**src/rtl/vec_fwd_hazard_unit.sv**
```systemverilog
// Vector operand forwarding and load-use hazard unit for the ID stage.
// Resolves both sources per lane against EX/MEM/WB and latches them into the ID/EX operand register.
module vec_fwd_hazard_unit #(
   parameter int LANES   = 4,
   parameter int LANE_W  = 32,
   parameter int RADDR_W = 4,
   parameter int CNT_W   = 16
) (
   input  logic                      clk,
   input  logic                      rst,
   input  logic                      id_valid,
   input  logic [RADDR_W-1:0]        id_rs_a,
   input  logic [RADDR_W-1:0]        id_rs_b,
   input  logic                      id_imm_b,
   input  logic [LANES*LANE_W-1:0]   id_a_data,
   input  logic [LANES*LANE_W-1:0]   id_b_data,
   input  logic                      ex_valid,
   input  logic                      ex_we,
   input  logic                      ex_is_load,
   input  logic [RADDR_W-1:0]        ex_dest,
   input  logic [LANES-1:0]          ex_lmask,
   input  logic [LANES*LANE_W-1:0]   ex_res,
   input  logic                      mem_valid,
   input  logic                      mem_we,
   input  logic                      mem_is_load,
   input  logic                      mem_rdy,
   input  logic [RADDR_W-1:0]        mem_dest,
   input  logic [LANES-1:0]          mem_lmask,
   input  logic [LANES*LANE_W-1:0]   mem_res,
   input  logic                      wb_we,
   input  logic [RADDR_W-1:0]        wb_dest,
   input  logic [LANES-1:0]          wb_lmask,
   input  logic [LANES*LANE_W-1:0]   wb_res,
   input  logic                      cnt_clr,
   output logic                      stall_id,
   output logic [LANES*LANE_W-1:0]   opa_q,
   output logic [LANES*LANE_W-1:0]   opb_q,
   output logic                      op_valid_q,
   output logic [CNT_W-1:0]          stall_cnt
);

   localparam int VEC_W = LANES * LANE_W;

   typedef enum logic {RUN, LU_WAIT} state_t;

   state_t             state, state_nxt;
   logic               a_used, b_used;
   logic               ex_fwd, mem_fwd;
   logic               ex_ld, mem_ld_wait;
   logic               hz_ex, hz_mem;
   logic               stall_raw;
   logic [VEC_W-1:0]   opa_res, opb_res;

   function automatic logic [CNT_W-1:0] sat_inc(input logic [CNT_W-1:0] v);
      return (&v) ? v : v + 1'b1;
   endfunction

   // Register 0 is hard-wired zero; an immediate B never takes part in forwarding or hazards.
   assign a_used  = (id_rs_a != '0);
   assign b_used  = (id_rs_b != '0) && !id_imm_b;
   assign ex_fwd  = ex_valid && ex_we && !ex_is_load;
   assign mem_fwd = mem_valid && mem_we && (!mem_is_load || mem_rdy);

   always_comb begin
      opa_res = id_a_data;
      opb_res = id_b_data;
      for (int l = 0; l < LANES; l++) begin
         if (a_used) begin
            if (ex_fwd && (ex_dest == id_rs_a) && ex_lmask[l])
               opa_res[l*LANE_W +: LANE_W] = ex_res[l*LANE_W +: LANE_W];
            else if (mem_fwd && (mem_dest == id_rs_a) && mem_lmask[l])
               opa_res[l*LANE_W +: LANE_W] = mem_res[l*LANE_W +: LANE_W];
            else if (wb_we && (wb_dest == id_rs_a) && wb_lmask[l])
               opa_res[l*LANE_W +: LANE_W] = wb_res[l*LANE_W +: LANE_W];
         end
         if (b_used) begin
            if (ex_fwd && (ex_dest == id_rs_b) && ex_lmask[l])
               opb_res[l*LANE_W +: LANE_W] = ex_res[l*LANE_W +: LANE_W];
            else if (mem_fwd && (mem_dest == id_rs_b) && mem_lmask[l])
               opb_res[l*LANE_W +: LANE_W] = mem_res[l*LANE_W +: LANE_W];
            else if (wb_we && (wb_dest == id_rs_b) && wb_lmask[l])
               opb_res[l*LANE_W +: LANE_W] = wb_res[l*LANE_W +: LANE_W];
         end
      end
   end

   assign ex_ld       = ex_valid && ex_we && ex_is_load && (ex_lmask != '0);
   assign mem_ld_wait = mem_valid && mem_we && mem_is_load && !mem_rdy && (mem_lmask != '0);

   assign hz_ex  = id_valid && ex_ld &&
                   ((a_used && (ex_dest == id_rs_a)) || (b_used && (ex_dest == id_rs_b)));
   assign hz_mem = id_valid && mem_ld_wait &&
                   ((a_used && (mem_dest == id_rs_a)) || (b_used && (mem_dest == id_rs_b)));

   always_comb begin
      state_nxt = state;
      stall_raw = 1'b0;
      case (state)
         RUN: begin
            stall_raw = hz_ex || hz_mem;
            if (hz_ex) state_nxt = LU_WAIT;
         end
         LU_WAIT: begin
            stall_raw = !mem_rdy;
            if (mem_rdy) state_nxt = RUN;
         end
         default: state_nxt = RUN;
      endcase
   end

   assign stall_id = !rst && stall_raw;

   always_ff @(posedge clk) begin
      if (rst) state <= RUN;
      else     state <= state_nxt;
   end

   // ID/EX operand latch: a stall inserts a bubble while keeping the last operands.
   always_ff @(posedge clk) begin
      if (rst) begin
         opa_q      <= '0;
         opb_q      <= '0;
         op_valid_q <= 1'b0;
      end else if (stall_id) begin
         op_valid_q <= 1'b0;
      end else begin
         opa_q      <= opa_res;
         opb_q      <= opb_res;
         op_valid_q <= id_valid;
      end
   end

   always_ff @(posedge clk) begin
      if (rst || cnt_clr) stall_cnt <= '0;
      else if (stall_id)  stall_cnt <= sat_inc(stall_cnt);
   end

endmodule

```
**config.mk**
```make
export PLATFORM = sky130hd
export DESIGN_NAME = vec_fwd_hazard_unit
export DESIGN_NICKNAME = d
export VERILOG_FILES = /design/src/rtl/vec_fwd_hazard_unit.sv
export SDC_FILE = /design/constraint.sdc
export NUM_CORES = 1
export LEC_CHECK = 0
export ABC_AREA = 1
export BUFFER_PORTS_ARGS = -buffer_cell sky130_fd_sc_hd__buf_2
export CORE_AREA = 2 2 370 372
export CTS_CLUSTER_DIAMETER = 80
export DETAILED_ROUTE_END_ITERATION = 8
export DIE_AREA = 0 0 372 374
export SYNTH_ARGS = -nofsm -noshare
export SYNTH_HDL_FRONTEND = slang
export SYNTH_SLANG_ARGS = --single-unit
```
**constraint.sdc**
```tcl
create_clock -name clk -period 1.9 [get_ports clk]
set_clock_uncertainty 0.15 [all_clocks]
set_input_delay 0 -clock clk [delete_from_list [all_inputs] [get_ports clk]]
set_output_delay 0 -clock clk [all_outputs]
set_load 0.005 [all_outputs]
```
; Word level (Yosys, flattened, before mapping)
; Index checks and enable logic that the tools add are counted.
[word_totals]
reg_bits = 274
input_bits = 685
out_inout_bits = 274
elab_cells = 116
[classes]
n_addsub = 1
eq_ne = 6
n_mux = 36
n_bitwise = 2
n_reduce_logical = 66
[ops]
columns = operator, n
row1 = $mux W32, 32
row2 = $logic_and A1 B1 Y1, 49
row3 = $eq A4 B4 Y1, 6
row4 = $add A16 B1 Y16 const B, 1
row5 = $reduce_and A16 Y1, 1
row6 = $reduce_bool A4 Y1, 4
row7 = $logic_not A1 Y1, 5
row8 = $logic_or A1 B1 Y1, 5
row9 = $pmux W1 S2, 2
row10 = $mux W1, 2
row11 = $not A1 Y1, 2
row12 = $reduce_and A2 Y1, 1
row13 = $reduce_or A2 Y1, 1

; Longest topological paths before layout
; Gate-level depths: netlist of run 1.
[logic_depth]
ltp_word = 10
depth_mapped = 14
ltp_nobuf = 12

; Least setup slack after synthesis of run 1
; No wires, ideal clock.
[synth_timing]
path_kind = reg2reg
start = register stall_cnt[0]
end = register stall_cnt[11]
setup_time_ns = 0.070
t_arrival_ns = 1.793
required_time_ns = 1.680
slack_ns = -0.114
stages_incl_launch_ff = 11
n_path_buf = 1
cell_sequence = dfxtp_1 > ha_1 > inv_1 > nor2_1 > nand4_1 > nor2_1 > nand4_1 > nand3_1 > buf_4 > nand2_1 > a21oi_1
[synth_via]
elab_chain_cells = 3
[synth_lines]
columns = item, line_no
row1 = from (decl), 39  ; output logic [CNT_W-1:0] stall_cnt
row2 = from (signal assigned), 135  ; else if (stall_id) stall_cnt <= sat_inc(stall_cnt);
row3 = "parallel branches: the longest is 3 deep, another holds $add A16 B1 Y16", n/a
; Parallel ways; which one is timed is not known.
; A chain may end at the register's enable or synchronous reset.

; Final worst setup path of run 1
[layout_timing]
start = register state
end = register opb_q[76]
[layout_via]
elab_chain_cells = 3
[layout_lines]
columns = item, line_no
row1 = from (decl), 46  ; state_t state, state_nxt;
row2 = from (signal assigned), 115  ; else state <= state_nxt;
row3 = $not A1 Y1, n/a
row4 = $pmux W1 S2 *, 98  ; case (state)
row5 = $logic_and A1 B1 Y1 *, 111  ; assign stall_id = !rst && stall_raw;
row6 = to (signal assigned), 128  ; opb_q <= opb_res;
row7 = to (decl), 37  ; output logic [LANES*LANE_W-1:0] opb_q,
; Mark *: on every way between the ends. The rest lies on a longest branch, timed or not.

==> flow_metrics.env, run 1 <==
export IMPL_cp_slowest_stage_delay_ns=0.33
export IMPL_io_pins=959
export IMPL_use_met2_pct=35.62
export IMPL_hold_viol_final=0
export IMPL_p_leak_nw=25.17
export IMPL_endpoint_kind="flop"
export IMPL_syn2layout_area_growth_pct=81.52
export IMPL_clk_pin_slew_ns=0.06
export IMPL_power_w=0.02168
export IMPL_p_sw_w=0.007480
export IMPL_period_share_pct=110.7
export IMPL_required_ns=2.29
export IMPL_drive_above_1_share_pct=27.91
export IMPL_peakVddDrop_v=0.0005938
export IMPL_final_cells=8479
export IMPL_yosysMostFrequentCell="nand2_1"
export IMPL_vias=40305
export IMPL_netlist_area_um2=25060
export IMPL_pwr_share_seq_pct=30.0
export IMPL_cts_buffer_depth=3
export IMPL_synthCells=4866
export IMPL_cts_tree="built"
export IMPL_antenna_found_initial=52
export IMPL_grt_pass1_wl_um=235200
export IMPL_synth_area_leaders="dfxtp_1 (22%), nand2_1 (21%), nor2_1 (16%)"
export IMPL_intPower_w=0.01420
export IMPL_hold_path_class="input port to flop"
export IMPL_cap_violations=0
export IMPL_crit_buf_inv=5
export IMPL_die_area_um2=139100
export IMPL_place_gp_congestion=0.9699
export IMPL_ys_ff_latch=274
export IMPL_tightest_slew_ns=0.7626
export IMPL_crit_type="flop to flop"
export IMPL_wirelength_um=170100
export IMPL_ff_latch_area_um2=5490
export IMPL_grt_busiest_layer="met2"
export IMPL_nets=7302
export IMPL_period_needed_ns=2.103
export IMPL_syn_nets=5552
export IMPL_grt_overflow=0
export IMPL_fillers=14316
export IMPL_synthTopCellsByCount="nand2_1 (1373), nor2_1 (1055), inv_1 (674)"
export IMPL_cts_buffers=45
export IMPL_die_height_um=374
export IMPL_dp_hpwl_um=123300
export IMPL_status="finished, violations left"
export IMPL_powerDensity_nw_per_um2=476.6
export IMPL_coreArea_um2=135000
export IMPL_port_buffers=958
export IMPL_seq_area_frac_synth_pct=21.89
export IMPL_grt_setup_unrepaired="yes"
export IMPL_clk_insertion_delay_late_ns=0.61
export IMPL_root_buffer="clkbuf_16"
export IMPL_synth_top_flop_cell="dfxtp_1"
export IMPL_crit_chain="nor2_4 -> nand4_1 -> nor2_1 -> nand2_1 -> nand3_4 -> nand2_8 -> buf_12 -> buf_16 -> buf_12 -> buf_8 -> clkbuf_16 -> nand2_4 -> nor2_2 -> nor2_1"
export IMPL_finalSetupViolCount=254
export IMPL_final_max_slew_viol_count=0
export IMPL_crit_family="simple AND/OR/NAND/NOR gates"
export IMPL_grt_pass1_vias=37706
export IMPL_track_usage_pct=22.23
export IMPL_slew_headroom_pct=49.16
export IMPL_violations="setup timing"
export IMPL_ant_nets=0
export IMPL_start_util_pct=18.57
export IMPL_swShare_pct=34.50
export IMPL_synth_async_reset_ratio_pct=0
export IMPL_clock_power_share_pct=39.6
export IMPL_crit_fanout=5
export IMPL_fmax_mhz=475.6
export IMPL_combPwrFrac_pct=30.5
export IMPL_synth_edf_count=0
export IMPL_routedWlPerCell_um=20.06
export IMPL_yosysUniqueCellTypes=28
export IMPL_reg2reg_slack_ns=-0.20
export IMPL_multi_input_area_um2=16820
export IMPL_die_x_um=372
export IMPL_ys_warn_count=0
export IMPL_drcViolationCount=0
export IMPL_met3_usage_pct=5.295
export IMPL_netlist_area_leader_share_pct=21.89
export IMPL_postSynthAreaPerCell_um2=5.151
export IMPL_fp_row_count=135
export IMPL_drt_iter0_drc=3526
export IMPL_critPathLaunchType="flop"
export IMPL_arrival_ns=2.49
export IMPL_clock_sinks=274
export IMPL_drt_first_pass_iters=8
export IMPL_cp_slowest_cell="dfxtp_2"
export IMPL_use_met1_pct=26.75
export IMPL_grt_max_degree=71
export IMPL_synth_largest_area_cell="dfxtp_1"
export IMPL_dp_cells=7632
export IMPL_final_setup_worst_slack_ns=-0.2027
export IMPL_via_per_inst=4.754
export IMPL_cts_max_level=2
## cell families after synthesis
| family | share of synthesized area, % |
|---|---|
| xor gates and xnor gates | 0.5242 |
| buffers and inverters | 16.85 |
| adders and majority gates | 0.04991 |
| DFF | 21.89 |
| and+or+nand+nor | 50.03 |
| AOI/OAI and AO/OA | 10.66 |
## power by group through the flow
stage / Sequential [W] / Clock, W / Combinational [W]
5_1_grt: 0.00652 / 0.00895 / 0.00711
3_5_place_dp: 0.00653 / 0 / 0.00503
3_3_place_gp: 0.00654 / 0 / 0.00501
2_1_floorplan: 0.00651 / 0 / 0.00225
6_report: 0.00649 / 0.00859 / 0.00660
4_1_cts: 0.00642 / 0.00876 / 0.00618
## flip-flops by register name, summed over array words and instances, names as in the netlist
| name | cells |
|---|---|
| opa_q | 128 |
| opb_q | 128 |
| stall_cnt | 16 |
| op_valid_q | 1 |
| state | 1 |
## routing by layer
metal  share of wire, %  up-vias
li1                   -    18678
met1                 39    18419
met2                 45     2519
met3                9.8      673
met4                6.7       16
met5              0.069        -
## area by class of cell
type                            instances  area share (%)
Antenna cell                           47          0.2585
Clock buffer                           59           2.745
Clock inverter                         23          0.4813
Inverter                              681           5.690
Multi-Input combinational cell       3561           36.97
Sequential cell                       274           12.07
Tap cell                             1781           4.898
Timing Repair Buffer                 2053           36.88
## cell usage in the layout (no fill, tap or decap), types with 47 or more instances in the layout
cell              n
nand2_1        1286
nor2_1          992
buf_2           957
inv_1           667
dlygate4sd3_1   653
nand4_1         279
nand3_1         271
a21oi_1         270
dfxtp_1         270
buf_4           266
o21ai_2         177
buf_12          101
o21ai_1          71
clkbuf_16        71
nor2_2           51
nand2_2          49
diode_2          47
## stage by stage
step / area (µm²) / hold slack, ns / TNS (ns) / util (%) / setup WS, ns
after floorplan: 25070 / -0.08093 / 0 / - / 0.009024
after global placement: 34480 / 0.1721 / -22.94 / 25.55 / -0.2633
after detailed placement: 34480 / 0.1802 / -25.72 / 25.55 / -0.2532
after CTS: 42690 / 0.04025 / -30.83 / 31.63 / -0.2477
after global routing: 45470 / 0.09624 / -56.04 / 33.69 / -0.3355
final: 45490 / 0.08465 / -22.78 / 33.71 / -0.2027
## path summary, 6_finish.rpt
kind                            depth (start not counted)               startpoint                       to
worst min register to register                          2  opb_q[114]$_SDFFE_PP0N_  opb_q[114]$_SDFFE_PP0N_
worst max register to register                         14         state$_SDFF_PP0_   opb_q[76]$_SDFFE_PP0N_
worst max-delay path                                   14         state$_SDFF_PP0_   opb_q[76]$_SDFFE_PP0N_
worst min-delay path                                    8              wb_lmask[3]  opb_q[124]$_SDFFE_PP0N_
## repair_timing
action,4_1_cts,5_1_grt
gates cloned,3,32
endpoints found under the setup margin,103,273
setup buffers,6,30
resized for setup,21,525
pin swaps,7,106
hold endpoints to repair,274,0
hold buffers,653,0
## tightest hold or removal path, stage by stage
cell and delay, ns:
buf_2 0.20, nand3_2 0.13, buf_4 0.16, nand2_1 0.06, nand3_1 0.06, a21oi_1 0.06
nor2_1 0.08, nor2_1 0.04
Power figures use the tool's default switching activity.
==> run 2, diff against run 1 <==
CELL_PAD_IN_SITES_DETAIL_PLACEMENT = 0   (was not set)
CELL_PAD_IN_SITES_GLOBAL_PLACEMENT = 1   (was not set)
CORE_AREA = 2 2 376 378   (was 2 2 370 372)
DIE_AREA = 0 0 378 380   (was 0 0 372 374)
MAX_ROUTING_LAYER = met4   (was not set)
PLACE_DENSITY_LB_ADDON = 0.1   (was not set)
==> flow_metrics.env, run 2 (synthesized netlist as in run 1, its figures left out) <==
export IMPL_use_met1_pct=29.62
export IMPL_fmax_mhz=489.7
export IMPL_ant_nets=0
export IMPL_die_height_um=380
export IMPL_critPathLaunchType="flop"
export IMPL_multi_input_area_um2=16240
export IMPL_p_leak_nw=25.09
export IMPL_final_cells=8546
export IMPL_dp_slack_ns=-1.171
export IMPL_powerDensity_nw_per_um2=496.0
export IMPL_drt_iter0_drc=2215
export IMPL_antenna_found_initial=49
export IMPL_grt_pass1_vias=37346
export IMPL_crit_chain="nor2_4 -> nand4_1 -> nor2_2 -> nand2_4 -> nand3_4 -> nand2_8 -> buf_12 -> buf_16 -> buf_12 -> buf_16 -> o21ai_2 -> nor2_1"
export IMPL_die_area_um2=143600
export IMPL_violations="setup timing"
export IMPL_grt_overflow=0
export IMPL_grt_max_degree=143
export IMPL_root_buffer="clkbuf_16"
export IMPL_power_w=0.02245
export IMPL_routedWlPerCell_um=20.80
export IMPL_final_max_slew_viol_count=0
export IMPL_place_gp_congestion=0.8663
export IMPL_hold_path_class="input port to flop"
export IMPL_period_needed_ns=2.042
export IMPL_dp_hpwl_um=127900
export IMPL_slew_headroom_pct=21.99
export IMPL_fillers=15868
export IMPL_mostFrequentLayoutCells="nand2_1 (1332), nor2_1 (1014), buf_2 (956)"
export IMPL_dp_cells=7650
export IMPL_crit_type="flop to flop"
export IMPL_port_buffers=958
export IMPL_cts_buffer_depth=3
export IMPL_die_x_um=378
export IMPL_ff_latch_area_um2=5490
export IMPL_postLayoutCoreUtil_pct=32.52
export IMPL_crit_fanout=7
export IMPL_grt_pass1_wl_um=251500
export IMPL_hold_viol_final=0
export IMPL_fp_row_count=137
export IMPL_via_per_inst=4.315
export IMPL_endpoint_kind="flop"
export IMPL_required_ns=2.26
export IMPL_coreArea_um2=139200
export IMPL_cp_slowest_stage_delay_ns=0.33
export IMPL_cp_slowest_cell="dfxtp_2"
export IMPL_grt_busiest_layer="met2"
export IMPL_cap_violations=0
export IMPL_grt_setup_unrepaired="yes"
export IMPL_clk_pin_slew_ns=0.06
export IMPL_finalSetupViolCount=178
export IMPL_clock_sinks=274
export IMPL_met3_usage_pct=4.895
export IMPL_arrival_ns=2.40
export IMPL_drcViolationCount=0
export IMPL_cts_max_level=2
export IMPL_final_setup_worst_slack_ns=-0.1423
export IMPL_period_share_pct=107.5
export IMPL_cts_buffers=49
export IMPL_crit_buf_inv=4
export IMPL_crit_family="simple AND/OR/NAND/NOR gates"
export IMPL_tns_ns=-11.25
export IMPL_reg_largest_list="opa_q x128, opb_q x128, stall_cnt x16"
export IMPL_peakVddDrop_v=0.0005955
export IMPL_wirelength_um=177800
export IMPL_syn2layout_area_growth_pct=80.60
export IMPL_drive_above_1_share_pct=24.68
export IMPL_start_util_pct=18.01
export IMPL_io_pins=959
export IMPL_tightest_slew_ns=1.170
export IMPL_cts_tree="built"
export IMPL_status="finished, violations left"
export IMPL_clk_insertion_delay_late_ns=0.62
export IMPL_nets=7275
export IMPL_use_met2_pct=39.68
export IMPL_final_common_cell="nand2_1"
export IMPL_track_usage_pct=24.25
export IMPL_vias=36875
export IMPL_drt_first_pass_iters=7
## run 2: changes by cell type in the layout (fill, tap and decap cells not counted), sizes merged
cell / change
bufbuf: +4
clkinvlp: +4
dlygate4sd3: +48
inv: -4
buf: -69
clkinv: -7
diode: +1
bufinv: +3
clkbuf: -8
## run 2: where the power goes
part	switching [W]	internal (W)	total (W)
sequential	0.000315	0.00617	0.00648
combinational	0.00359	0.00307	0.00666
clock	0.00362	0.00570	0.00931
total	0.00752	0.0149	0.0225
## run 2: per-stage QoR
step           hold slack (ns)  instance area (µm²)
2_1_floorplan         -0.08093                25070
3_3_place_gp            0.1761                34270
3_5_place_dp            0.1810                34270
4_1_cts               0.008092                44490
5_1_grt                0.09041                45250
6_report               0.07201                45260
## run 2: repair_timing
item	CTS	global route
hold buffers	701	0
hold endpoints to repair	274	0
gates cloned	30	12
pin swaps	92	52
endpoints found under the setup margin	269	273
gates resized for setup	152	157
setup buffers	21	11
## run 2: final timing paths
path / start / end / slack [ns] / depth (start not counted)
max: state$_SDFF_PP0_ / opb_q[73]$_SDFFE_PP0N_ / -0.14 / 12
min: wb_lmask[2] / opa_q[76]$_SDFFE_PP0N_ / 0.07 / 7
max reg2reg: state$_SDFF_PP0_ / opb_q[73]$_SDFFE_PP0N_ / -0.14 / 12
min reg2reg: opb_q[75]$_SDFFE_PP0N_ / opb_q[75]$_SDFFE_PP0N_ / 0.35 / 2
## run 2: routing by layer
metal  part of all wire (%)  wire length [µm]  vias up
met5                      0                 0        -
met4                    3.2              5603        0
met3                    5.9             10480      225
met2                     47             83760     1015
met1                     44             77950    16996
li1                       -                 -    18639
## run 2: layout make-up
cell class / instances / share of cell area [%]
Antenna cell: 48 / 0.2654
Inverter: 681 / 5.719
Multi-Input combinational cell: 3561 / 35.88
Clock buffer: 65 / 2.952
Clock inverter: 19 / 0.5860
Sequential cell: 274 / 12.13
Timing Repair Buffer: 2022 / 37.29
Tap cell: 1876 / 5.186
## run 2: worst min-delay path, cell delays in order
cell and delay (ns):
buf_2 0.17, buf_12 0.19, nand4_1 0.11, nand3_1 0.07, a21oi_1 0.12, nor2_1 0.05, nor2_1 0.06
